<file path="config.mk">
export PLATFORM = sky130hd
export DESIGN_NAME = alu_seq
export DESIGN_NICKNAME = d
export VERILOG_FILES = /design/src/rtl/alu_seq.sv
export SDC_FILE = /design/constraint.sdc
export NUM_CORES = 1
export LEC_CHECK = 0
export BUFFER_PORTS_ARGS = -buffer_cell sky130_fd_sc_hd__buf_2
export CAP_MARGIN = 30
export CORE_ASPECT_RATIO = 0.6
export CORE_MARGIN = 1.5
export CORE_UTILIZATION = 38
export CTS_BUF_LIST = sky130_fd_sc_hd__clkbuf_4
export CTS_CLUSTER_DIAMETER = 30
export CTS_CLUSTER_SIZE = 24
export DETAILED_ROUTE_END_ITERATION = 8
export PLACE_DENSITY_LB_ADDON = 0.1
export REMOVE_ABC_BUFFERS = 1
export SYNTH_ARGS = -nofsm -noshare
export SYNTH_HDL_FRONTEND = slang
export SYNTH_SLANG_ARGS = --single-unit
</file>
<file path="constraint.sdc">
create_clock -name clk -period 7.5 [get_ports clk]
set_input_delay 0.375 -clock clk [delete_from_list [all_inputs] [get_ports clk]]
set_output_delay 0.375 -clock clk [all_outputs]
set_load 0.03 [all_outputs]
</file>
<file path="src/rtl/alu_seq.sv">
// alu_seq: valid/ready ALU with registered result, single-cycle logic/shift/add ops and a shift-add multiplier.
// Define ALU_SEQ_DIV_EN to add restoring unsigned divide (1100) and remainder (1101).
module alu_seq #(
  parameter int WIDTH = 32,
  parameter int SHW   = $clog2(WIDTH)
) (
  input  logic             clk,
  input  logic             rst,
  input  logic             in_valid,
  output logic             in_ready,
  input  logic [WIDTH-1:0] data1,
  input  logic [WIDTH-1:0] data2,
  input  logic [3:0]       execute_cammand,
  output logic             out_valid,
  input  logic             out_ready,
  output logic [WIDTH-1:0] result,
  output logic             zero,
  output logic             illegal
);

  localparam int CW = $clog2(WIDTH) + 1;

  localparam logic [3:0] CMD_ADD  = 4'b0000;
  localparam logic [3:0] CMD_SUB  = 4'b0010;
  localparam logic [3:0] CMD_AND  = 4'b0100;
  localparam logic [3:0] CMD_OR   = 4'b0101;
  localparam logic [3:0] CMD_NOR  = 4'b0110;
  localparam logic [3:0] CMD_XOR  = 4'b0111;
  localparam logic [3:0] CMD_SLL  = 4'b1000;
  localparam logic [3:0] CMD_SRA  = 4'b1001;
  localparam logic [3:0] CMD_SRL  = 4'b1010;
  localparam logic [3:0] CMD_MUL  = 4'b1011;
`ifdef ALU_SEQ_DIV_EN
  localparam logic [3:0] CMD_DIVU = 4'b1100;
  localparam logic [3:0] CMD_REMU = 4'b1101;
`endif

  typedef enum logic [1:0] {
    IDLE,
    BUSY,
    DONE
  } state_t;

  state_t           state_reg, state_next;
  logic [WIDTH-1:0] a_reg, b_reg, acc_reg, result_reg;
  logic [CW-1:0]    cnt_reg;
  logic             zero_reg, illegal_reg;

  logic [SHW-1:0]   shamt;
  logic [WIDTH-1:0] op_result;
  logic             op_illegal, op_iter;
  logic [WIDTH-1:0] step_a, step_b, step_acc, step_result;
  logic             last_step, accept;

`ifdef ALU_SEQ_DIV_EN
  logic             div_reg, rem_reg;
  logic             op_div;
  logic [WIDTH:0]   div_shifted;
`endif

  assign accept    = in_valid && (state_reg == IDLE);
  assign last_step = (cnt_reg == CW'(1));

  // Command decode and single-cycle datapath, evaluated on the live inputs at accept.
  always_comb begin
    shamt      = data2[SHW-1:0];
    op_result  = '0;
    op_illegal = 1'b0;
    op_iter    = 1'b0;
`ifdef ALU_SEQ_DIV_EN
    op_div     = 1'b0;
`endif
    case (execute_cammand)
      CMD_ADD: op_result = data1 + data2;
      CMD_SUB: op_result = data1 - data2;
      CMD_AND: op_result = data1 & data2;
      CMD_OR:  op_result = data1 | data2;
      CMD_NOR: op_result = ~(data1 | data2);
      CMD_XOR: op_result = data1 ^ data2;
      CMD_SLL: op_result = data1 << shamt;
      CMD_SRA: op_result = $signed(data1) >>> shamt;
      CMD_SRL: op_result = data1 >> shamt;
      CMD_MUL: op_iter = 1'b1;
`ifdef ALU_SEQ_DIV_EN
      // A zero divisor short-circuits to a single-cycle result.
      CMD_DIVU: begin
        if (data2 == '0) begin
          op_result = '1;
        end else begin
          op_iter = 1'b1;
          op_div  = 1'b1;
        end
      end
      CMD_REMU: begin
        if (data2 == '0) begin
          op_result = data1;
        end else begin
          op_iter = 1'b1;
          op_div  = 1'b1;
        end
      end
`endif
      default: op_illegal = 1'b1;
    endcase
  end

  // One iteration of the multiplier (or divider) per BUSY cycle.
  always_comb begin
    step_a      = a_reg << 1;
    step_b      = b_reg >> 1;
    step_acc    = b_reg[0] ? (acc_reg + a_reg) : acc_reg;
    step_result = step_acc;
`ifdef ALU_SEQ_DIV_EN
    div_shifted = {acc_reg, b_reg[WIDTH-1]};
    if (div_reg) begin
      step_a = a_reg;
      // Partial remainder stays below the divisor, so the difference fits WIDTH bits.
      if (div_shifted >= {1'b0, a_reg}) begin
        step_acc = div_shifted[WIDTH-1:0] - a_reg;
        step_b   = {b_reg[WIDTH-2:0], 1'b1};
      end else begin
        step_acc = div_shifted[WIDTH-1:0];
        step_b   = {b_reg[WIDTH-2:0], 1'b0};
      end
      step_result = rem_reg ? step_acc : step_b;
    end
`endif
  end

  always_comb begin
    state_next = state_reg;
    in_ready   = 1'b0;
    out_valid  = 1'b0;
    case (state_reg)
      IDLE: begin
        in_ready = 1'b1;
        if (in_valid) begin
          state_next = op_iter ? BUSY : DONE;
        end
      end
      BUSY: begin
        if (last_step) begin
          state_next = DONE;
        end
      end
      DONE: begin
        out_valid = 1'b1;
        if (out_ready) begin
          state_next = IDLE;
        end
      end
      default: state_next = IDLE;
    endcase
  end

  always_ff @(posedge clk or negedge rst) begin
    if (!rst) begin
      state_reg   <= IDLE;
      a_reg       <= '0;
      b_reg       <= '0;
      acc_reg     <= '0;
      cnt_reg     <= '0;
      result_reg  <= '0;
      zero_reg    <= 1'b0;
      illegal_reg <= 1'b0;
`ifdef ALU_SEQ_DIV_EN
      div_reg     <= 1'b0;
      rem_reg     <= 1'b0;
`endif
    end else begin
      state_reg <= state_next;
      if (accept) begin
        if (op_iter) begin
          a_reg   <= data1;
          b_reg   <= data2;
          acc_reg <= '0;
          cnt_reg <= CW'(WIDTH);
`ifdef ALU_SEQ_DIV_EN
          div_reg <= op_div;
          rem_reg <= (execute_cammand == CMD_REMU);
          // Divider keeps the divisor in a_reg and shifts the dividend out of b_reg.
          if (op_div) begin
            a_reg <= data2;
            b_reg <= data1;
          end
`endif
        end else begin
          result_reg  <= op_result;
          zero_reg    <= (op_result == '0);
          illegal_reg <= op_illegal;
        end
      end else if (state_reg == BUSY) begin
        a_reg   <= step_a;
        b_reg   <= step_b;
        acc_reg <= step_acc;
        cnt_reg <= cnt_reg - CW'(1);
        if (last_step) begin
          result_reg  <= step_result;
          zero_reg    <= (step_result == '0);
          illegal_reg <= 1'b0;
        end
      end
    end
  end

  assign result  = result_reg;
  assign zero    = zero_reg;
  assign illegal = illegal_reg;

endmodule

</file>
==> results_dict.tcl <==
set metrics [dict create \
    die_h_um 165 \
    maxSlewViolCount 0 \
    ys_warn_count 0 \
    gp_congestion 1.05 \
    rows 59 \
    path_buf_inv 2 \
    critical_path_class "in -> reg" \
    final.setup.tns_ps 0 \
    fin_area_um2 18300 \
    max_slew_margin_pct 32.7 \
    clock_latency_ps 660 \
    critPathSlowestCell "nor4_1" \
    p_leak_nw 8.09 \
    areaGrowthSynthToFinish_pct 9.48 \
    post_drt_wl_per_cell_um 26.7 \
    synthesis.area_um2 16700 \
    cts.sinks 138 \
    slowest_delay_ps 810 \
    async_flop_share_pct 100 \
    layout.nets 2418 \
    yosys.cell_count.top_type "nand2_1" \
    tightestPinTransition_ps 1010 \
    synth_top_cell_by_area "dfrtp_1" \
    dr.first_iter.drc_count 2334 \
    vias 17762 \
    cp_top_family "simple AND/OR/NAND/NOR gates" \
    cts_root_buf "clkbuf_4" \
    synth_seq_cells 138 \
    place_area_um2 17600 \
    rsz0062_at_grt "no" \
    fmax_mhz 184 \
    ys.flop_type "dfrtp_1" \
    status "completed" \
    finalCritPeriodShare_pct 72.4 \
    arrival_ps 6040 \
    die_area_um2 45200 \
    hold_viol_final 0 \
    dpl.hpwl_um 57400 \
    cts_tree "built" \
    initial_utilization_pct 38.5 \
    critical_path.cell_chain "buf_2, or3_1, nor2_1, buf_4, nor2_1, xnor2_1, ha_1, a21oi_1, o21ai_0, o21a_1, nor4_1, xor2_1, o211ai_1, nor4_1, nand4_1, nor4_1, nand4_1, o21ai_2" \
    io_buffer_count 107 \
    peakVddDrop_mv 0.219 \
    startpoint_type "input port" \
    ioPinCount 108 \
    ant_nets 0 \
    power_density_nw_per_um2 319 \
    fin_skew_ps 43.6 \
    setup_viol 0 \
    fin_cells 2807 \
    synth_area_leaders "dfrtp_1, ha_1, nand2_1" \
    end_kind "flip-flop" \
    grt_first_pass_wirelength_um 110000 \
    grt.overflow.total 0 \
    drt-vias-per-instance 6.33 \
    cts.clk_slew.worst_paths_ps 190 \
    yosysTopAreaCellShare_pct 20.7 \
    first_pass_iters 6 \
    drive_gt1_share_pct 13.2 \
    required_ps 8110 \
    cp_max_fo 20 \
    ys_seq_area_share_pct 20.7 \
    routed_wl_um 75000 \
    grt_pass1_vias 16016 \
    antenna_found_initial 4 \
    synth-edff-count 0 \
    h-tree-depth 4 \
    die_w_um 274 \
    dp_slack_ps 1630 \
    path_common_cell "nor4_1" \
    finalWorstSetupSlack_ps 2070 \
    hold_path.class "in -> reg" \
    cts_made_buffers 17 \
    ctsResizeCount 0 \
    maxCapViolations 0 \
    grt_max_degree 94 \
    syn_inst 2170 \
    placed_cells 2747 \
    syn_avg_cell_area_um2 7.69 \
    synthTopCellsByCount "nand2_1, nor2_1, o21ai_0" \
    grtUsageTotal_pct 32.9 \
    core_um2 43300 \
    drc_errors 0 \
    finalCriticalPeriod_ps 5430 \
    fillCellCount 4504 \
    finalPower_mw 5.82 \
    cts.path.max_buffers 2 \
    yosysUniqueCellTypes 89 \
]
## per-stage QoR
stage                     utilization, %  hold slack [ps]
after floorplan                        -             79.4
after global placement              40.7              456
after detailed placement            40.7              465
after CTS                           42.1             1.85
after global routing                42.2             25.4
final                               42.2             52.1
## worst min-delay path, cell delays in order
cell and delay, ps:
buf_2 140, nand2_1 70, a31oi_1 80
## metal layers
| layer | wire [µm] | up-vias | track usage [%] | share of wire (%) |
|---|---|---|---|---|
| li1 | - | 8070 | - | - |
| met1 | 37500 | 8733 | 51.7 | 50 |
| met2 | 28300 | 863 | 43.5 | 38 |
| met3 | 7770 | 94 | 8.56 | 10 |
| met4 | 1390 | 2 | 6.96 | 1.9 |
| met5 | 13 | - | 0 | 0.017 |
## report_power, final
group          total (mW)  switching (mW)  internal [mW]
logic                3.77            2.42           1.36
clock network       0.660           0.387          0.274
registers            1.39           0.298           1.09
## path summary, 6_finish.rpt
path	start	end	slack [ps]	cells after the start
worst max register to register	a_reg[0]$_DFFE_PN0P_	zero$_DFFE_PN0P_	2920	13
min in group asynchronous	rst	b_reg[4]$_DFFE_PN0P_	60	2
max in group asynchronous	rst	result[29]$_DFFE_PN0P_	6540	3
worst min register to register	result[10]$_DFFE_PN0P_	result[10]$_DFFE_PN0P_	490	1
worst min-delay path	data2[26]	b_reg[26]$_DFFE_PN0P_	50	3
worst max-delay path	execute_cammand[2]	zero$_DFFE_PN0P_	2070	18
## layout make-up
type	instances	area, µm²	area share [%]
Multi-Input combinational cell	1793	12300	67.2
Sequential cell	138	3450	18.9
Timing Repair Buffer	176	1140	6.24
Tap cell	579	724	3.97
Inverter	88	330	1.81
Clock inverter	14	211	1.16
Clock buffer	17	128	0.699
Antenna cell	2	5.00	0.0274
## logic make-up (layout without fill, tap and decap cells)
family                   Yosys count  in the layout  share of synthesized area [%]
adder cells (fa/ha/maj)          132            132                           9.99
AO/OA/AOI/OAI                    646            646                           25.7
multiplexers                     169            169                           13.4
buffers and inverters            239            295                           6.02
other                              0              2                              0
AND/OR/NAND/NOR                  771            771                           20.3
XOR/XNOR                          75             75                           3.94
flip-flops                       138            138                           20.7
## cells in the final DEF, fill, tap and decap left out, types with 6 or more instances in the layout
cell / instances
nand2_1: 354
nor2_1: 201
o21ai_0: 149
dfrtp_1: 137
ha_1: 130
buf_2: 107
a21oi_1: 102
mux2i_1: 95
inv_1: 86
a31oi_1: 78
xnor2_1: 60
nor3_1: 43
o22ai_1: 43
buf_4: 41
a211oi_1: 40
mux4_2: 40
nand3_1: 39
o211ai_1: 39
mux2_2: 34
a21o_1: 30
dlygate4sd3_1: 25
nand4_1: 23
o31ai_1: 18
clkbuf_4: 18
nor2b_1: 17
nand2b_1: 16
xor2_1: 15
o21a_1: 13
a22o_1: 13
nor4_1: 12
or2_2: 12
a22oi_1: 12
o221ai_1: 9
a221oi_1: 9
a211o_1: 9
and3_1: 8
or3_1: 7
o2bb2ai_1: 7
o2111a_1: 6
## repair_timing
item                      CTS  global route
hold buffers               25             0
hold endpoints to repair  116             0
buffers inserted            0             0
Power figures use the tool's default switching activity.
